$ cat src/rtl/mvm_pipe_ctrl.sv
// Sequencer for the MVM datapath: weight programming, zero-skipping element issue,
// and a fetch/multiply/accumulate valid pipeline.
module mvm_pipe_ctrl #(
  parameter int N     = 16,
  parameter int IDX_W = $clog2(N),
  parameter int LEN_W = $clog2(N+1)
) (
  input  logic             clk,
  input  logic             reset,
  input  logic             start,
  input  logic [LEN_W-1:0] len,
  input  logic             prog,
  input  logic             prog_valid,
  input  logic             abort,
  input  logic             ip_zero,
  output logic [IDX_W-1:0] ip_addr,
  output logic             wt_rd_en,
  output logic             wt_we,
  output logic [IDX_W-1:0] wt_addr,
  output logic             prog_ready,
  output logic             acc_clr,
  output logic             mac_en,
  output logic             acc_en,
  output logic             busy,
  output logic             done,
  output logic [LEN_W-1:0] skip_cnt
);
  localparam int STAGES = 2;
  localparam logic [IDX_W-1:0] LAST_ROW = IDX_W'(N-1);

  typedef enum logic [2:0] {IDLE, PROG, CLEAR, RUN, DRAIN, DONE} state_t;

  state_t            state, state_nxt;
  logic [IDX_W-1:0]  idx, row;
  logic [LEN_W-1:0]  len_q, len_clamp, last_idx;
  logic              drain_q;
  logic [STAGES:1]   vld_pipe;
  logic              issue, kill, run_last;

  assign len_clamp = (len > LEN_W'(N)) ? LEN_W'(N) : len;
  assign last_idx  = len_q - LEN_W'(1);
  assign run_last  = (LEN_W'(idx) == last_idx);
  assign kill      = abort && (state != IDLE);
  assign issue     = (state == RUN) && !ip_zero;

  assign wt_rd_en   = issue;
  assign wt_we      = (state == PROG) && prog_valid;
  assign ip_addr    = (state == RUN) ? idx : '0;
  assign wt_addr    = (state == PROG) ? row : ((state == RUN) ? idx : '0);
  assign prog_ready = (state == PROG);
  assign acc_clr    = (state == CLEAR);
  assign busy       = (state != IDLE);
  assign done       = (state == DONE);
  assign mac_en     = vld_pipe[1];
  assign acc_en     = vld_pipe[STAGES];

  always_comb begin
    state_nxt = state;
    unique case (state)
      IDLE:  if (!abort) begin
               if (prog)       state_nxt = PROG;
               else if (start) state_nxt = CLEAR;
             end
      PROG:  if (prog_valid && row == LAST_ROW) state_nxt = IDLE;
      CLEAR: state_nxt = (len_q == '0) ? DONE : RUN;
      RUN:   if (run_last) state_nxt = DRAIN;
      DRAIN: if (drain_q) state_nxt = DONE;
      DONE:  state_nxt = IDLE;
      default: state_nxt = IDLE;
    endcase
    if (kill) state_nxt = IDLE;
  end

  always_ff @(posedge clk) begin
    if (reset) begin
      state    <= IDLE;
      idx      <= '0;
      row      <= '0;
      len_q    <= '0;
      drain_q  <= 1'b0;
      vld_pipe <= '0;
      skip_cnt <= '0;
    end else begin
      state    <= state_nxt;
      vld_pipe <= kill ? '0 : {vld_pipe[STAGES-1:1], issue};
      if (!kill) begin
        unique case (state)
          IDLE: begin
            // Row counter restarts on entry so an aborted program pass leaves no residue.
            if (!abort && prog) row <= '0;
            if (!abort && !prog && start) len_q <= len_clamp;
          end
          PROG:  if (prog_valid) row <= (row == LAST_ROW) ? '0 : row + IDX_W'(1);
          CLEAR: begin
            idx      <= '0;
            skip_cnt <= '0;
            drain_q  <= 1'b0;
          end
          RUN: begin
            if (ip_zero)   skip_cnt <= skip_cnt + LEN_W'(1);
            if (!run_last) idx      <= idx + IDX_W'(1);
          end
          DRAIN: drain_q <= 1'b1;
          default: ;
        endcase
      end
    end
  end
endmodule

$ cat config.mk
export PLATFORM = sky130hd
export DESIGN_NAME = mvm_pipe_ctrl
export DESIGN_NICKNAME = d
export VERILOG_FILES = /design/src/rtl/mvm_pipe_ctrl.sv
export SDC_FILE = /design/constraint.sdc
export NUM_CORES = 1
export LEC_CHECK = 0
export BUFFER_PORTS_ARGS = -buffer_cell sky130_fd_sc_hd__buf_4
export CAP_MARGIN = 20
export CORE_UTILIZATION = 35
export CTS_BUF_LIST = sky130_fd_sc_hd__clkbuf_16
export DETAILED_ROUTE_END_ITERATION = 8
export SLEW_MARGIN = 20
export SYNTH_ARGS = -nofsm -noshare
export SYNTH_HDL_FRONTEND = slang
export SYNTH_SLANG_ARGS = --single-unit
$ cat constraint.sdc
create_clock -name clk -period 2.4 [get_ports clk]
set_clock_uncertainty 0.2 [all_clocks]
set_input_delay 0 -clock clk [delete_from_list [all_inputs] [get_ports clk]]
set_output_delay 0 -clock clk [all_outputs]
set_load 0.02 [all_outputs]
==> flow_summary_export.csv, run 1 <==
group,metric,value,unit
worst_setup_path,critical_path.reg2reg.startpoint,"state[0]",
timing,final_cycle_utilization_of_the_critical_path,0.925,
timing,grt_setup_unrepaired,"no",
synth,ys_top_cells_by_area,"sky130_fd_sc_hd__dfxtp_1, sky130_fd_sc_hd__nor2_1, sky130_fd_sc_hd__a21oi_1",
final_layout,synth_to_final_area_change,33.0,%
timing,fmax,0.451,GHz
final_layout,num-fill-cells,389,
timing,finalHoldViolCount,1,
placement,buffer_ports.inserted,32,
placement,detailed_place_hpwl,2550,um
global_routing,grt_start_max_net_pins,18,
final_layout,final-seq-area,480,sq um
synth,postSynthAreaPerCell,8.34,sq um
synth,synth-edff-count,0,
timing,final.hold.worst_slack,-2.13,ps
synth,synth_top_area_frac,0.341,
worst_setup_path,crit_path_cell_trace,"buf_4 > nor3_2 > nand3_2 > mux2i_1 > nor2_1 > dlygate4sd3_1",
worst_hold_path,min_delay_worst_endpoint,"len_q[3]",
final_layout,post_route_cells_drive_above_1_share,0.224,
cts,htree_num_levels,1,
worst_setup_path,timing.critical_path.slowest_cell_delay,550,ps
synth,ff_latch_count_synth,24,
worst_setup_path,critPathMaxFanout,13,
synth,yosysWarningCount,0,
floorplanning,die_y,65.4,um
power,leakage_power,0.783,nW
worst_hold_path,hold_path_startpoint,"start",
synth,netlist_area_pre_place,1410,sq um
worst_setup_path,critPathBufInv,2,
cts,cts.root.buffer_cell,"sky130_fd_sc_hd__clkbuf_16",
worst_hold_path,timing.hold.worst.class,"in -> reg",
global_routing,antenna_found_initial,0,
routing,ant_nets,0,
final_layout,design.final.nets,227,
cts,clk_slew_on_worst_s_h_paths,60,ps
routing,drt-total-wl,3430,um
synth,synth_nets,185,
routing,drt_iter0_markers,64,
floorplanning,boundaryPins,33,
worst_setup_path,critical_path_start,"state[0]",
cts,max-clock-path-buffers,2,
routing,avgViaCountPerCell,5.19,
global_routing,grt_resource_usage_total,0.177,
cts,cts.sinks,24,
synth,yosysSeqAreaShare,0.341,
timing,setup_viol_count_final,0,
worst_setup_path,element_type_at_the_critical_path_end,"flop",
synth,ys.flop_type,"sky130_fd_sc_hd__dfxtp_1",
cts,clock_insertion_delay_worst_skew,260,ps
cts,cts_inserted_buffers,3,
worst_setup_path,path_class,"reg -> reg",
worst_setup_path,cp.required,2350,ps
routing,firstDrtPassIters,4,
timing,setup-tns-final,0,ps
placement,place.gp.congestion,0.850,
synth,yosysUniqueCellTypes,43,
floorplanning,coreArea,3770,sq um
outcome,violated_checks,"negative hold slack",
floorplanning,chipWidth,65.4,um
final_layout,final_util,0.497,
synth,postSynth.asyncResetShare,0,
outcome,run_status,"finished, violations left",
floorplanning,rows,22,
routing,post_drt_wl_per_cell,13.3,um
worst_setup_path,cp.arrival,2170,ps
final_layout,multiInputGateArea,877,sq um
timing,slew_headroom,0.632,
worst_hold_path,timing.hold.worst_path_depth,4,
power,power.density,636,nW/um^2
worst_setup_path,timing.critical_path.slowest_stage_cell,"sky130_fd_sc_hd__dlygate4sd3_1",
global_routing,grt_residual_overflow,0,
synth,post-synth-top-area-cell,"sky130_fd_sc_hd__dfxtp_1",
worst_setup_path,rrSetupSlack,180,ps
floorplanning,start_util,0.374,
floorplanning,floorplan_die_area,4280,sq um
worst_setup_path,worst_r2r_endpoint,"len_q[4]",
run,timing.max_cap.violations,0,
global_routing,wire_length_of_the_first_global_routing_pass,5900,um
synth,syn-instance-count,169,
timing,fin_crit,2220,ps
cts,cts_tree,"done",
routing,route.vias.total,1338,
worst_setup_path,cp_startpoint_kind,"flop",
final_layout,diodes,0,
global_routing,first_global_vias,1320,
routing,drc_violations_left,0,
worst_setup_path,timing.reg2reg.worst_path_depth,6,
power,ir_worst_vdd,0.334,mV
worst_setup_path,family_with_the_most_delay_on_the_worst_path,"buffers and inverters",
synth,synth.cells.most_frequent,"sky130_fd_sc_hd__dfxtp_1, sky130_fd_sc_hd__nor2_1, sky130_fd_sc_hd__a21oi_1",
timing,timing_worst_slew_pin_value,552,ps
cts,cts.repair_timing.setup_buffer_count,0,
timing,maxSlewViolCount,0,
[layout by cell type, fill, tap and decap left out, types with 3 or more instances in the layout]
master and instances:
sky130_fd_sc_hd__a22oi_1 3, sky130_fd_sc_hd__and2_1 5, sky130_fd_sc_hd__nor2_1 24, sky130_fd_sc_hd__xnor2_1 3
sky130_fd_sc_hd__clkbuf_16 3, sky130_fd_sc_hd__a21oi_1 14, sky130_fd_sc_hd__a21o_1 3, sky130_fd_sc_hd__mux2i_1 3
sky130_fd_sc_hd__dlygate4sd3_1 10, sky130_fd_sc_hd__nand3_1 4, sky130_fd_sc_hd__xor2_1 4, sky130_fd_sc_hd__buf_4 33
sky130_fd_sc_hd__ha_1 4, sky130_fd_sc_hd__dfxtp_1 24, sky130_fd_sc_hd__nor3b_1 8, sky130_fd_sc_hd__nor3_1 4
sky130_fd_sc_hd__o21ai_0 3, sky130_fd_sc_hd__inv_1 7, sky130_fd_sc_hd__nand2_1 12, sky130_fd_sc_hd__nand4_1 5
[cells by family (layout without fill, tap and decap cells)]
| logic type | Yosys count | count (layout) | share of synthesized area |
|---|---|---|---|
| buf+inv | 14 | 55 | 0.0400 |
| fa+ha+maj | 4 | 4 | 0.0355 |
| mux | 5 | 5 | 0.0426 |
| xor+xnor | 8 | 8 | 0.0604 |
| compound gates | 38 | 38 | 0.179 |
| flops | 24 | 24 | 0.341 |
| simple gates | 76 | 76 | 0.302 |
[state kept, by name (all words and copies together), names as in the netlist]
| register | flops |
|---|---|
| vld_pipe | 2 |
| drain_q | 1 |
| idx | 4 |
| len_q | 5 |
| state | 3 |
| row | 4 |
| skip_cnt | 5 |
[per-stage QoR]
stage / area [sq um] / setup WS [ps] / power, mW / cells
floorplan: 1410 / 394 / 0.707 / 169
global placement: 1690 / 322 / 0.807 / 244
detailed placement: 1690 / 277 / 0.816 / 244
CTS: 1870 / 78.2 / 1.20 / 258
global route: 1870 / 7.62 / 1.27 / 258
finish: 1870 / 181 / 1.19 / 258
[worst max path at each step]
| stage | end | slack [ps] | depth (start not counted) |
|---|---|---|---|
| 6_report | len_q[4] | 180 | 6 |
| 2_1_floorplan | idx[0] | 390 | 7 |
| 3_5_place_dp | state[0] | 280 | 6 |
| 4_1_cts | len_q[4] | 80 | 6 |
| 5_1_grt | len_q[4] | 8 | 6 |
| 3_3_place_gp | state[0] | 320 | 6 |
[report_power, final]
part           internal [mW]  leakage (nW)  switching, mW
Combinational          0.151         0.551          0.204
Sequential             0.420         0.194         0.0489
Clock                  0.223        0.0385          0.145
Total                  0.795         0.783          0.398
[layer usage]
metal  track usage  up-vias  wire length, um  share of wire
li1              -      685                -              -
met1         0.212      614             1500           0.44
met2         0.303       32             1730           0.50
met3        0.0486        7              148          0.043
met4        0.0598        0               53          0.015
met5             0        -                0              0
[tightest hold or removal path, cell delays in order]
cell                      delay [ps]
sky130_fd_sc_hd__buf_4           120
sky130_fd_sc_hd__nand3_2         140
sky130_fd_sc_hd__a21oi_1          90
sky130_fd_sc_hd__nor2_1           70
[cell type report]
cell class                      count  area share
Multi-Input combinational cell    131       0.468
Clock inverter                      1     0.00200
Inverter                            8      0.0160
Sequential cell                    24       0.256
Clock buffer                        3      0.0401
Tap cell                           48      0.0320
Timing Repair Buffer               43       0.186
[what timing repair did]
action	CTS	global route
endpoints found under the hold margin	18	0
hold buffers	10	0
endpoints found under the setup margin	0	1
resized for setup	0	1
Power figures use the tool's default switching activity.
==> run 2, diff against run 1 <==
CORE_ASPECT_RATIO = 1.5   (was unset)
==> run 2 against run 1 <==
  * Global-route usage fell by 0.071 points
  * The flow still finishes with violations (negative hold slack)
  * Maximum frequency grew 1.5%
  * Clock power is 30% higher
  * Sequential share of layout area down 0.49 points
==> flow_summary_export.csv, run 2 (same netlist as run 1, synthesis figures left out) <==
group,metric,value,unit
outcome,run_status,"finished, violations left",
outcome,violated_checks,"negative hold slack",
routing,drt_iter0_markers,39,
final_layout,final_util,0.510,
timing,setup_viol_count_final,0,
worst_setup_path,family_with_the_most_delay_on_the_worst_path,"simple AND/OR/NAND/NOR gates",
routing,ant_nets,0,
floorplanning,floorplan_die_area,4290,sq um
cts,htree_num_levels,1,
placement,placement.setup.worst_slack,247,ps
routing,route.vias.total,1392,
cts,max-clock-path-buffers,2,
power,ir_worst_vdd,0.368,mV
global_routing,use_met2,0.326,
global_routing,grt_residual_overflow,0,
worst_setup_path,crit_path_cell_trace,"inv_1 > ha_1 > nor4b_2 > nor3_1 > nand3_4 > mux2_4 > a21oi_2",
power,leakage_power,0.803,nW
timing,setup_slack,214,ps
power,power.density,680,nW/um^2
worst_setup_path,rrSetupSlack,210,ps
floorplanning,chipWidth,53.8,um
global_routing,antenna_found_initial,0,
final_layout,reg_top3,"len_q: 5 flops, skip_cnt: 5 flops",
final_layout,most_used_cells_in_the_layout_excluding_fill_and_tap_cells,"sky130_fd_sc_hd__buf_4, sky130_fd_sc_hd__nor2_1, sky130_fd_sc_hd__dfxtp_1",
worst_setup_path,path_class,"reg -> reg",
timing,grt_setup_unrepaired,"no",
power,report.power.total,1.30,mW
final_layout,synth_to_final_area_change,35.6,%
floorplanning,boundaryPins,33,
floorplanning,start_util,0.376,
routing,firstDrtPassIters,4,
global_routing,wire_length_of_the_first_global_routing_pass,5670,um
cts,cts_tree,"done",
routing,drc_violations_left,0,
worst_setup_path,timing.critical_path.slowest_stage_cell,"sky130_fd_sc_hd__dfxtp_1",
cts,cts.root.buffer_cell,"sky130_fd_sc_hd__clkbuf_16",
cts,clock_insertion_delay_worst_skew,260,ps
timing,final_cycle_utilization_of_the_critical_path,0.911,
placement,place.gp.congestion,0.856,
floorplanning,die_y,79.7,um
timing,setup-tns-final,0,ps
routing,avgViaCountPerCell,5.48,
placement,detailed_place_hpwl,2640,um
placement,buffer_ports.inserted,32,
global_routing,grt_start_max_net_pins,18,
final_layout,diodes,0,
worst_setup_path,element_type_at_the_critical_path_end,"flop",
global_routing,groute.layer.met3.usage,0.0343,
routing,post_drt_wl_per_cell,13.9,um
run,timing.max_cap.violations,0,
final_layout,post_route_cells_drive_above_1_share,0.232,
floorplanning,coreArea,3750,sq um
timing,fin_crit,2190,ps
timing,slew_headroom,0.661,
cts,cts_inserted_buffers,3,
routing,drt-total-wl,3520,um
timing,fmax,0.457,GHz
global_routing,first_global_vias,1330,
floorplanning,rows,27,
timing,timing_worst_slew_pin_value,507,ps
worst_setup_path,cp_startpoint_kind,"flop",
global_routing,grt-busiest-layer,"met2",
final_layout,design.final.nets,228,
worst_setup_path,critPathBufInv,1,
global_routing,gr_util_met1,0.187,
timing,final.hold.worst_slack,-0.369,ps
worst_setup_path,cp.required,2390,ps
global_routing,grt_resource_usage_total,0.177,
worst_setup_path,critPathMaxFanout,6,
worst_setup_path,timing.critical_path.slowest_cell_delay,400,ps
final_layout,layout_commonest_cell,"sky130_fd_sc_hd__buf_4",
worst_hold_path,timing.hold.worst.class,"in -> reg",
timing,maxSlewViolCount,0,
timing,finalHoldViolCount,1,
worst_setup_path,cp.arrival,2180,ps
final_layout,num-fill-cells,368,
cts,cts.sinks,24,
cts,clk_slew_on_worst_s_h_paths,60,ps
==> run 2: routing by layer <==
metal / wire length [um] / share of wire
met1: 1460 / 0.42
met2: 1920 / 0.55
met3: 99 / 0.028
met4: 36 / 0.010
met5: 0 / 0
==> run 2: final cells by class <==
cell class / count / area (sq um) / area share
repair buffers: 44 / 358 / 0.187
multi-input cells: 131 / 883 / 0.462
inverters: 8 / 30.0 / 0.0157
clock buffers: 3 / 75.1 / 0.0393
flip-flops and latches: 24 / 480 / 0.251
well taps: 43 / 53.8 / 0.0282
clock inverters: 1 / 30.0 / 0.0157
==> run 2: final timing paths <==
check | start | depth (start not counted) | end
worst min register to register | vld_pipe[1] | 1 | vld_pipe[2]
worst max register to register | len_q[0] | 7 | idx[1]
worst min-delay path | start | 4 | len_q[3]
worst max-delay path | len_q[0] | 7 | idx[1]
==> run 2: through the flow <==
step	instances	cell area (sq um)
6_report	254	1910
5_1_grt	254	1910
4_1_cts	254	1900
3_5_place_dp	239	1680
3_3_place_gp	239	1680
2_1_floorplan	169	1410
==> run 2: tightest hold or removal path, stage by stage <==
cell	delay (ps)
sky130_fd_sc_hd__buf_4	120
sky130_fd_sc_hd__nand3_2	140
sky130_fd_sc_hd__a21oi_1	90
sky130_fd_sc_hd__nor2_1	80
==> run 2: where the power goes <==
group          internal (mW)  switching [mW]  total (mW)
combinational          0.153           0.197       0.350
sequential             0.420          0.0519       0.472
clock                  0.332           0.145       0.477
total                  0.905           0.394        1.30
==> run 2: repair_timing <==
action	in CTS	in global routing
gates resized for setup	0	2
endpoints found under the hold margin	18	0
hold buffers	11	0
setup buffers	0	0
endpoints found under the setup margin	0	2
